`src/rtl/lab_pkg.sv`:
```
// Shared constants for the lab datapath storage elements.
// Default data width and default reset word.
package lab_pkg;

  localparam int N_DEFAULT = 4;

  localparam logic [N_DEFAULT-1:0] RESET_DEFAULT = '0;

endpackage

```
`src/rtl/load_register.sv`:
```
// Parallel-load register with async reset, sync clear
// and a one-cycle strobe after each capture of d.
import lab_pkg::*;

module load_register #(
  parameter int             N           = N_DEFAULT,
  parameter logic [N-1:0]   RESET_VALUE = N'(RESET_DEFAULT)
) (
  output logic [N-1:0] q,
  input  logic [N-1:0] d,
  input  logic         ck,
  input  logic         load,
  input  logic         rst,
  input  logic         clr,
  output logic         loaded
);

  // Data word: clear beats load, load beats hold.
  always_ff @(posedge ck or posedge rst) begin
    if (rst) begin
      q <= RESET_VALUE;
    end else if (clr) begin
      q <= RESET_VALUE;
    end else if (load) begin
      q <= d;
    end
  end

  // Strobe is high only in the cycle after d was captured.
  always_ff @(posedge ck or posedge rst) begin
    if (rst) begin
      loaded <= 1'b0;
    end else begin
      loaded <= load && !clr;
    end
  end

endmodule

```
`config.mk`:
```
export PLATFORM = sky130hd
export DESIGN_NAME = load_register
export DESIGN_NICKNAME = d
export VERILOG_FILES = /design/src/rtl/lab_pkg.sv /design/src/rtl/load_register.sv
export SDC_FILE = /design/constraint.sdc
export NUM_CORES = 1
export LEC_CHECK = 0
export CAP_MARGIN = 20
export CORE_AREA = 2 2 39 41
export DETAILED_ROUTE_END_ITERATION = 10
export DIE_AREA = 0 0 41 43
export GPL_TIMING_DRIVEN = 0
export SYNTH_ARGS = -nofsm -noshare
export SYNTH_HDL_FRONTEND = slang
export SYNTH_SLANG_ARGS = --single-unit
```
`constraint.sdc`:
```
create_clock -name ck -period 1.1 [get_ports ck]
set_clock_uncertainty 0.05 [all_clocks]
set_input_delay 0.33 -clock ck [delete_from_list [all_inputs] [get_ports ck]]
set_output_delay 0.33 -clock ck [all_outputs]
set_load 0.01 [all_outputs]
```
==> flow_summary.toml <==
[cts]
clock_latency_ns = 0.24
clkTransAtPathRegs_ns = 0.04
clockBufferDepth = 2
cts_buffers = 3
clock_sinks = 5
htree_levels = 1
root_buffer = "clkbuf_4"
cts_tree = "built"

[synth]
synth_nets = 24
ys_ff_latch = 5
ys_seq_area_frac = 0.621
syn_inst = 16
syn_avg_cell_area_um2 = 12.6
ys.warnings.count = 0
netlist_top_cells_area = "dfrtp_1, mux2i_1, nor2_1"
synth.distinct_cells = 6
yosys.area.top_type = "dfrtp_1"
yosys.area.top_type_share = 0.621
synth_area_um2 = 201

[cells_and_area]
diodes = 0
fill_cells = 163
syn_to_final_growth_pct = 71.4
design_area_um2 = 345
multi_input_area_um2 = 61.3
nNetsFinal = 40
drive_above_1_share = 0.290
ff_latch_area_um2 = 125

[pwr]
power.leakage_nw = 0.176
total_power_mw = 0.478
ir_drop_mv = 0.278
p_per_area_mw_per_mm2 = 1380

[floorplan]
chipHeight_um = 43
initial_core_util = 0.146
core_area_mm2 = 0.00138
ios = 13
die-area_mm2 = 0.00176
rows = 14
die_w_um = 41

[sta]
worst_slack_ns = -0.0306
hold_viol = 0
slew_headroom = 0.876
max_slew.worst_pin.slew_ns = 0.185
rsz0062_at_grt = "true"
fin_crit_sh = 1.03
drv_slew = 0
timing.hold.ws_ns = 0.247
max_freq_mhz = 884
setup_viol = 5
fin_tns_setup_ns = -0.104
min_period_ns = 1.13

[placed_design]
dp_slack_ns = -0.158
gp_congestion = 0.544
io_buffers = 11
placed_area_um2 = 332

[global_routing]
antenna_found_initial = 0
grt_overflow = 0
grt_max_degree = 6
gr-usage-all-layers = 0.0659
grt_pass1_vias = 180
grt_pass1_wl_um = 696

[drt]
vias = 172
drt_iter0_drc = 3
routed_wl_um = 456
drt-pass1-iter-count = 2
drc = 0
wire_per_inst_um = 9.70
postRouteAntennaNets = 0
via_per_inst = 3.66

[min_path]
hp-class = "input port to async pin"

[setup_path]
crit_path_top_delay_cell = "dfrtp_1"
criticalPathCategory = "flip-flop to output port"
crit_path_max_incr_delay_ns = 0.39
crit_fanout = 2
arrival_ns = 0.75
path_buf_inv = 1
cp_top_family = "flip-flops"
end_kind = "output port"
crit_path_start_kind = "flip-flop"
crit_chain = "buf_6"
worstPathRequired_ns = 0.72

[flow_run]
maxCapViolCount = 0

[run_status]
violations = "setup timing"
status = "finished, violations left"
==> state kept, by name, indices dropped and copies added, names as in the netlist <==
name    flops
loaded      1
q           4
==> final timing paths <==
check                                 start          endpoint  slack (ns)  depth (start not counted)
hold / removal                          rst  q[0]$_DFFE_PP0P_        0.25                          2
setup / recovery           q[2]$_DFFE_PP0P_              q[2]       -0.03                          1
min in group ck                        load  loaded$_DFF_PP0_        0.30                          2
hold reg to reg            q[1]$_DFFE_PP0P_  q[1]$_DFFE_PP0P_        0.46                          2
max in group asynchronous               rst  q[2]$_DFFE_PP0P_        0.59                          2
setup reg to reg           q[2]$_DFFE_PP0P_  q[2]$_DFFE_PP0P_        0.35                          2
==> cells by family after synthesis <==
family | share of synthesized area
flops | 0.621
simple gates | 0.106
buf+inv | 0.0745
mux | 0.199
==> placed cells by master (no fill, tap or decap) <==
master / n
clkbuf_1: 1
dfrtp_1: 5
clkdlybuf4s50_1: 6
mux2i_1: 4
clkbuf_4: 3
nor2_1: 4
inv_1: 1
buf_6: 3
buf_2: 3
nor2b_1: 1
==> layer usage <==
metal  track usage  vias to the layer above  share of wire  wire (µm)
met5             0                        -              0          0
met4        0.0800                        0              0          0
met3        0.0366                        0           0.19         85
met2        0.0750                       13           0.40        182
met1        0.0728                       79           0.41        189
li1              -                       80              -          -
==> synth_stat cells <==
| cell | count |
|---|---|
| dfrtp_1 | 5 |
| mux2i_1 | 4 |
| nor2_1 | 4 |
| buf_6 | 1 |
| inv_1 | 1 |
| nor2b_1 | 1 |
==> stage by stage <==
step | util | std cells
floorplan | - | 16
global placement | 0.240 | 43
detailed placement | 0.240 | 43
CTS | 0.241 | 47
global route | 0.250 | 47
finish | 0.250 | 47
==> power breakdown <==
| part | internal [mW] | total, mW | switching (mW) |
|---|---|---|---|
| logic | 0.0431 | 0.0698 | 0.0267 |
| clock network | 0.137 | 0.208 | 0.0710 |
| registers | 0.195 | 0.200 | 0.00536 |
| total | 0.375 | 0.478 | 0.103 |
==> cell type report <==
cell class,count,share of cell area
Multi-Input combinational cell,9,0.178
Buffer,1,0.0326
Sequential cell,5,0.362
Tap cell,16,0.0580
Inverter,1,0.0109
Timing Repair Buffer,11,0.283
Clock buffer,4,0.0761
==> timing repair <==
| item | CTS | global route |
|---|---|---|
| hold buffers | 0 | 0 |
| endpoints found under the hold margin | 0 | 0 |
| setup endpoints to repair | 5 | 5 |
| setup buffers | 0 | 0 |
| gates resized for setup | 20 | 2 |
(Power assumes the default switching activity.)
